## config.mk

```make
export PLATFORM = sky130hd
export DESIGN_NAME = text_console_writer
export DESIGN_NICKNAME = d
export VERILOG_FILES = /design/src/rtl/text_console_writer.sv
export SDC_FILE = /design/constraint.sdc
export NUM_CORES = 1
export LEC_CHECK = 0
export ABC_AREA = 0
export BUFFER_PORTS_ARGS = -buffer_cell sky130_fd_sc_hd__buf_4
export CORE_MARGIN = 3
export CORE_UTILIZATION = 30
export CTS_BUF_LIST = sky130_fd_sc_hd__clkbuf_16
export CTS_CLUSTER_DIAMETER = 60
export DETAILED_ROUTE_END_ITERATION = 10
export SLEW_MARGIN = 0
export SYNTH_ARGS = -nofsm -noshare
export SYNTH_HDL_FRONTEND = slang
export SYNTH_SLANG_ARGS = --single-unit
```

## constraint.sdc

```tcl
create_clock -name clk -period 2.75 [get_ports clk]
set_input_delay 0.55 -clock clk [delete_from_list [all_inputs] [get_ports clk]]
set_output_delay 0.55 -clock clk [all_outputs]
set_load 0.01 [all_outputs]
```

## src/rtl/text_console_writer.sv

```systemverilog
// Text-mode frame buffer write side: turns a CPU byte stream into character writes
// at the cursor cell, with wrap, newline, backspace, row clear and full-screen clear.
module text_console_writer #(
   parameter int unsigned COLS      = 80,
   parameter int unsigned ROWS      = 60,
   parameter logic [14:0] ADDR_TEXT = 15'd0,
   parameter logic [7:0]  FILL_CHAR = 8'h20,
   parameter logic [7:0]  ATTR      = 8'h00
) (
   input  logic        clk,
   input  logic        reset,
   input  logic        char_valid,
   input  logic [7:0]  char_data,
   output logic        char_ready,
   output logic        wr_en,
   output logic [14:0] wr_addr,
   output logic [15:0] wr_data,
   input  logic        wr_grant,
   output logic [5:0]  cursor_row,
   output logic [6:0]  cursor_col,
   output logic        busy
);

   typedef enum logic [1:0] {StClearAll, StIdle, StWrite, StClearRow} state_t;

   localparam logic [5:0] LastRow = 6'(ROWS - 1);
   localparam logic [6:0] LastCol = 7'(COLS - 1);

   state_t      state_q, state_d;
   logic [5:0]  row_q, row_d, clr_row_q, clr_row_d;
   logic [6:0]  col_q, col_d, clr_col_q, clr_col_d;
   logic [7:0]  char_q, char_d;
   logic        bs_q, bs_d;
   logic        wr_en_q, wr_en_d;
   logic        ready_q, ready_d;
   logic        busy_q, busy_d;
   logic [14:0] addr_q, addr_d;
   logic [15:0] data_q, data_d;
   logic        done;
   logic [5:0]  row_inc;

   assign done    = wr_en_q && wr_grant;
   assign row_inc = (row_q == LastRow) ? 6'd0 : row_q + 6'd1;

   always_comb begin
      state_d   = state_q;
      row_d     = row_q;
      col_d     = col_q;
      clr_row_d = clr_row_q;
      clr_col_d = clr_col_q;
      char_d    = char_q;
      bs_d      = bs_q;
      unique case (state_q)
         StClearAll: begin
            if (done) begin
               if (clr_col_q == LastCol) begin
                  clr_col_d = 7'd0;
                  if (clr_row_q == LastRow) begin
                     clr_row_d = 6'd0;
                     row_d     = 6'd0;
                     col_d     = 7'd0;
                     state_d   = StIdle;
                  end else begin
                     clr_row_d = clr_row_q + 6'd1;
                  end
               end else begin
                  clr_col_d = clr_col_q + 7'd1;
               end
            end
         end
         StIdle: begin
            if (char_valid && ready_q) begin
               case (char_data)
                  8'h0A: begin
                     col_d     = 7'd0;
                     row_d     = row_inc;
                     clr_col_d = 7'd0;
                     state_d   = StClearRow;
                  end
                  8'h0D: col_d = 7'd0;
                  8'h08: begin
                     if (col_q != 7'd0) begin
                        col_d   = col_q - 7'd1;
                        char_d  = FILL_CHAR;
                        bs_d    = 1'b1;
                        state_d = StWrite;
                     end
                  end
                  8'h0C: begin
                     clr_row_d = 6'd0;
                     clr_col_d = 7'd0;
                     state_d   = StClearAll;
                  end
                  default: begin
                     char_d  = char_data;
                     bs_d    = 1'b0;
                     state_d = StWrite;
                  end
               endcase
            end
         end
         StWrite: begin
            if (done) begin
               // Backspace writes the fill in place without moving the cursor.
               if (bs_q) begin
                  state_d = StIdle;
               end else if (col_q == LastCol) begin
                  col_d     = 7'd0;
                  row_d     = row_inc;
                  clr_col_d = 7'd0;
                  state_d   = StClearRow;
               end else begin
                  col_d   = col_q + 7'd1;
                  state_d = StIdle;
               end
            end
         end
         StClearRow: begin
            if (done) begin
               if (clr_col_q == LastCol) begin
                  clr_col_d = 7'd0;
                  state_d   = StIdle;
               end else begin
                  clr_col_d = clr_col_q + 7'd1;
               end
            end
         end
         default: state_d = StClearAll;
      endcase

      // Outputs are computed from the next state so they can be registered.
      addr_d = addr_q;
      data_d = data_q;
      unique case (state_d)
         StClearAll: begin
            addr_d = ADDR_TEXT + {2'b00, clr_row_d, clr_col_d};
            data_d = {ATTR, FILL_CHAR};
         end
         StClearRow: begin
            addr_d = ADDR_TEXT + {2'b00, row_d, clr_col_d};
            data_d = {ATTR, FILL_CHAR};
         end
         StWrite: begin
            addr_d = ADDR_TEXT + {2'b00, row_d, col_d};
            data_d = {ATTR, char_d};
         end
         default: ;
      endcase
      wr_en_d = (state_d != StIdle);
      ready_d = (state_d == StIdle);
      busy_d  = (state_d != StIdle);
   end

   always_ff @(posedge clk) begin
      if (reset) begin
         state_q   <= StClearAll;
         row_q     <= 6'd0;
         col_q     <= 7'd0;
         clr_row_q <= 6'd0;
         clr_col_q <= 7'd0;
         char_q    <= FILL_CHAR;
         bs_q      <= 1'b0;
         wr_en_q   <= 1'b0;
         ready_q   <= 1'b0;
         busy_q    <= 1'b1;
         addr_q    <= ADDR_TEXT;
         data_q    <= {ATTR, FILL_CHAR};
      end else begin
         state_q   <= state_d;
         row_q     <= row_d;
         col_q     <= col_d;
         clr_row_q <= clr_row_d;
         clr_col_q <= clr_col_d;
         char_q    <= char_d;
         bs_q      <= bs_d;
         wr_en_q   <= wr_en_d;
         ready_q   <= ready_d;
         busy_q    <= busy_d;
         addr_q    <= addr_d;
         data_q    <= data_d;
      end
   end

   assign char_ready = ready_q;
   assign wr_en      = wr_en_q;
   assign wr_addr    = addr_q;
   assign wr_data    = data_q;
   assign cursor_row = row_q;
   assign cursor_col = col_q;
   assign busy       = busy_q;

endmodule
```

After elaboration in Yosys (flattened, before gate mapping)
Cells that the tools add are included.

word-level totals
  register bits after elaboration = 71
  bits of input ports = 12
  logic and storage cells = 101

cells by class
  add/sub/neg operators = 5
  equality and inequality tests = 16
  multiplexer cells = 54
  bitwise logic cells = 1
  reduce and logical (&&, ||, !) cells = 13

operator list
  kind                                                                    number
  7-bit two-way mux                                                       15
  6-bit two-way mux                                                       14
  15-bit case mux with 3 select lines                                     1
  7-bit case mux with 3 select lines                                      2
  8-bit by 4-bit equality test with 1-bit output (second input constant)  4
  16-bit case mux with 2 select lines                                     1
  8-bit two-way mux                                                       3
  2-bit two-way mux                                                       10
  6-bit case mux with 3 select lines                                      1
  2-bit case mux with 4 select lines                                      2
  8-bit case mux with 2 select lines                                      1
  7-bit by 1-bit adder with 7-bit output (second input constant)          2
  7-bit equality test (second input constant)                             2
  7-bit case mux with 2 select lines                                      1
  6-bit by 1-bit adder with 6-bit output (second input constant)          2
  6-bit equality test (second input constant)                             2
  6-bit case mux with 2 select lines                                      1
  2-bit equality test (second input constant)                             4
  2-bit OR reduction                                                      4
  7-bit nonzero test                                                      1
  7-bit by 1-bit subtractor with 7-bit output (second input constant)     1
  2-bit by 1-bit equality test with 1-bit output (second input constant)  2
  2-bit logical NOT                                                       2
  4-bit AND reduction                                                     1
  9 further kinds                                                         10

Depth between registers and ports, before layout
  depth after elaboration = 8
  gate-level depth with buffers = 13
  gate-level depth less buffers = 10

Worst setup path after synthesis
Ideal clock, no wire load.

  path kind = input port to flip-flop
  start point = input char_data[5]
  end point = register addr_q[1] (netlist: wr_addr[1])
  setup time = 0.058 ns
  arrival time = 2.691 ns
  data required time = 2.692 ns
  setup slack = 0.001 ns
  stages = 9
  buffers on the path = 2
  path through = or4b_4 > buf_6 > or4_4 > buf_6 > o31ai_2 > a22oi_1 > a21o_1 > a2111oi_2 > a211o_1

on the way
  longest elaborated chain between the ends = 6
  elaborated cells between the ends (all ways) = 20
  those cells by class = eq/ne (6); mux (10); reduce/logical (4)

RTL lines
  what                                                                              line    RTL
  from (decl)                                                                       13      input logic [7:0] char_data,
  8-bit by 4-bit equality test with 1-bit output                                    73      case (char_data)
  2-bit case mux with 4 select lines / 2-bit OR reduction (equally long branches)   -
  2-bit two-way mux (tied with other cells)                                         72      if (char_valid && ready_q) begin
  2-bit case mux with 4 select lines / 7-bit two-way mux (equally long branches)    53, 72
  2-bit equality test (tied with other cells)                                       134     unique case (state_d)
  15-bit case mux with 3 select lines / 3-bit nonzero test (equally long branches)  -
  to (signal assigned)                                                              179     addr_q <= addr_d;
  to (decl)                                                                         37      logic [14:0] addr_q, addr_d;

Several ways; a longest one is shown, not always the timed one. The select of a mux whose other input is x is not followed.
A chain may end at the register's enable or synchronous reset.

Final worst setup path
  start point = register col_q[1] (netlist: cursor_col[1])
  end point = register addr_q[3] (netlist: wr_addr[3])

on the way
  longest elaborated chain between the ends = 7
  elaborated cells between the ends (all ways) = 27
  those cells by class = add/sub (2); eq/ne (3); mux (19); reduce/logical (3)

RTL lines
  what                                                                                                 line  RTL
  from (decl)                                                                                          31    logic [6:0] col_q, col_d, clr_col_q, clr_col_d;
  from (signal assigned)                                                                               171   col_q <= col_d;
  parallel branches: the longest is 7 deep, another holds 7-bit by 1-bit subtractor with 7-bit output  -

Parallel ways; which one is timed is not known. The select of a mux whose other input is x is not followed.

==> flow_summary.json <==
{
  "globalRouteOverflowTotal": 0,
  "yosys_most_used_dff": "dfxtp_1",
  "p_int_mw": 1.72,
  "postCtsHoldBufs": 0,
  "grt_pass1_vias": 3593,
  "die_h_um": 116,
  "min_from": "wr_data[0]",
  "drive_gt1_frac": 0.255,
  "syn_inst": 448,
  "p_comb_frac": 0.040,
  "nNetsFinal": 553,
  "critPathKind": "reg2reg",
  "fin_setup_tns_ns": 0,
  "synth-edff-count": 0,
  "grt_max_degree": 20,
  "core_area_mm2": 0.0117,
  "p_sw_mw": 0.508,
  "cts_setup_buffers": 0,
  "place_hpwl_mm": 8.60,
  "min_period_ns": 2.63,
  "crit_fanout": 6,
  "p_leak_nw": 1.92,
  "avgSynthCellArea_um2": 8.13,
  "dieWidth_um": 116,
  "drt-initial-drc-count": 221,
  "grt_pass1_wl_mm": 18.4,
  "fin_skew_ns": 0.00551,
  "clkLatencyLatePin_ns": 0.33,
  "status": "completed",
  "cp.arrival_ns": 2.85,
  "first_pass_iters": 5,
  "ios": 59,
  "finalHoldViolCount": 0,
  "cts_resized": 0,
  "start_kind": "flop",
  "vias_per_cell": 5.36,
  "pwr-share-clk": 0.560,
  "r2r_slack_ns": 0.12,
  "worstHoldPathType": "reg2reg",
  "cp_data_required_time_ns": 2.97,
  "die-area_mm2": 0.0135,
  "rsz0062_at_grt": "false",
  "clkSlewWorstSetupHoldPaths_ns": 0.06,
  "ctsLongestPathBuffers": 2,
  "yosys_warnings": 0,
  "powerDensity_mw_per_mm2": 469,
  "max-cap-violations": 0,
  "cts-buffers-inserted": 9,
  "ant_nets": 0,
  "post-route-period-util": 0.956,
  "routed_wl_mm": 11.4,
  "pwr-share-seq": 0.400,
  "rr_worst_depth": 8,
  "synth_cell_type_count": 76,
  "ys_ff_latch": 61,
  "total_power_mw": 2.23,
  "cp-end-kind": "flop",
  "areaGrowthSynthToFinish_pct": 30.5,
  "clock_sinks": 61,
  "max-vdd-ir-drop_mv": 0.259,
  "initial_core_util": 0.312,
  "hold_end": "wr_data[0]",
  "cts_tree": "yes",
  "h-tree-depth": 3,
  "slew_headroom": 0.651,
  "place_worst_setup_slack_ns": -0.181,
  "io_buffers": 48,
  "root_buffer": "clkbuf_16",
  "hold_depth": 1,
  "fmax_mhz": 381,
  "worstMarginPinSlew_ns": 0.524,
  "ys_seq_area_frac": 0.335,
  "place.gp.congestion": 0.942,
  "fillers": 1180,
  "swShare": 0.228,
  "drc": 0,
  "fin_ws_ns": 0.122,
  "dp_cells": 664,
  "antenna_found_initial": 0,
  "grt_usage": 0.173,
  "avgRoutedWirePerCell_um": 16.8,
  "stdcell_count": 680,
  "drv_slew": 0,
  "rows": 39,
  "timing.rr.end": "wr_addr[3]",
  "vias": 3646,
  "diodes": 0,
  "async_flop_share": 0,
  "setup_viol": 0,
  "syn-cell-area_mm2": 0.00364,
  "rr_startpoint": "cursor_col[1]"
}
## final cells by class
| class | count | area, µm² | share of cell area |
|---|---|---|---|
| sequential | 61 | 1220 | 0.257 |
| clock inverter | 7 | 97.6 | 0.0205 |
| timing repair buffer | 98 | 736 | 0.155 |
| inverter | 16 | 60.1 | 0.0126 |
| tap | 143 | 179 | 0.0377 |
| clock buffer | 9 | 225 | 0.0474 |
| multi-input combinational | 346 | 2230 | 0.470 |
## placed cells by master, fill, tap and decap left out, types with 4 or more instances in the layout
master and instances:
nor3_1 12, or3_1 4, buf_4 98, and2_1 14, mux2i_1 9, o31ai_1 5, conb_1 10, inv_1 15
dfxtp_1 61, a22o_1 7, a21o_1 6, a22oi_1 17, nor4_1 7, clkbuf_16 9, ha_1 8, nand3_1 11
or2_2 4, nor2b_1 6, nand2_1 35, xor2_1 4, nor2_1 38, nand3b_1 6, a21oi_1 26, o21ai_0 29
a211oi_1 8
## stage by stage
stage	hold WS (ns)	cell area [µm²]	utilization
detailed placement	0.473	4400	0.377
global placement	0.469	4400	0.377
CTS	0.489	4720	0.405
floorplan	0.483	3670	-
global route	0.505	4750	0.407
finish	0.489	4750	0.407
## power by group through the flow
stage	logic [mW]	clock network, mW	registers (mW)
after global placement	0.0866	0	0.910
final	0.0884	1.25	0.891
after CTS	0.0877	1.26	0.891
after global routing	0.0978	1.30	0.891
after floorplan	0.0551	0	0.911
after detailed placement	0.0875	0	0.910
## how the worst max path moves through the flow
stage / start / endpoint / slack, ns
2_1_floorplan: char_data[5] / wr_addr[1] / 0.001
3_3_place_gp: char_data[5] / wr_addr[4] / -0.16
3_5_place_dp: char_data[5] / wr_addr[4] / -0.18
4_1_cts: cursor_col[1] / wr_addr[3] / 0.07
5_1_grt: char_data[5] / wr_addr[10] / 0.01
6_report: cursor_col[1] / wr_addr[3] / 0.12
## cells by family after synthesis
| kind of cell | after synthesis | synth area share |
|---|---|---|
| simple gates | 170 | 0.252 |
| compound gates | 140 | 0.266 |
| flops | 61 | 0.335 |
| buf+inv | 50 | 0.0694 |
| mux | 11 | 0.0309 |
| fa+ha+maj | 9 | 0.0309 |
| xor+xnor | 6 | 0.0144 |
| other cells | 1 | 0.00103 |
## synthesized netlist by cell type, types with 12 or more instances
cell type  number  area, µm²
dfxtp_1        61       1220
nor2_1         38        143
nand2_1        35        131
o21ai_0        29        145
a21oi_1        27        135
a22oi_1        17        128
and2_1         15       93.8
clkbuf_1       15       56.3
inv_1          15       56.3
buf_4          12       90.1
nand3_1        12       60.1
nor3_1         12       60.1
## flip-flops by register name (all words and copies together), names as in the netlist
signal      cells
clr_row_q       6
wr_en           1
wr_data         8
state_q         2
bs_q            1
char_q          8
cursor_col      7
cursor_row      6
clr_col_q       7
wr_addr        13
busy            1
char_ready      1
## worst max-delay path, stage by stage, from the launching register on
cell and delay [ns]:
dfxtp_1 0.43, ha_1 0.30, nand4bb_4 0.16, or4_4 0.52, a41o_1 0.24, and2_2 0.25
buf_4 0.17, and4_1 0.19, a211o_1 0.26
## per-layer routing
| layer | GRT usage | share of wire |
|---|---|---|
| met1 | 0.237 | 0.48 |
| met2 | 0.271 | 0.44 |
| met3 | 0.0352 | 0.060 |
| met4 | 0.0596 | 0.015 |
| met5 | 0 | 0 |
No activity file was read; power rests on OpenSTA's default activity.
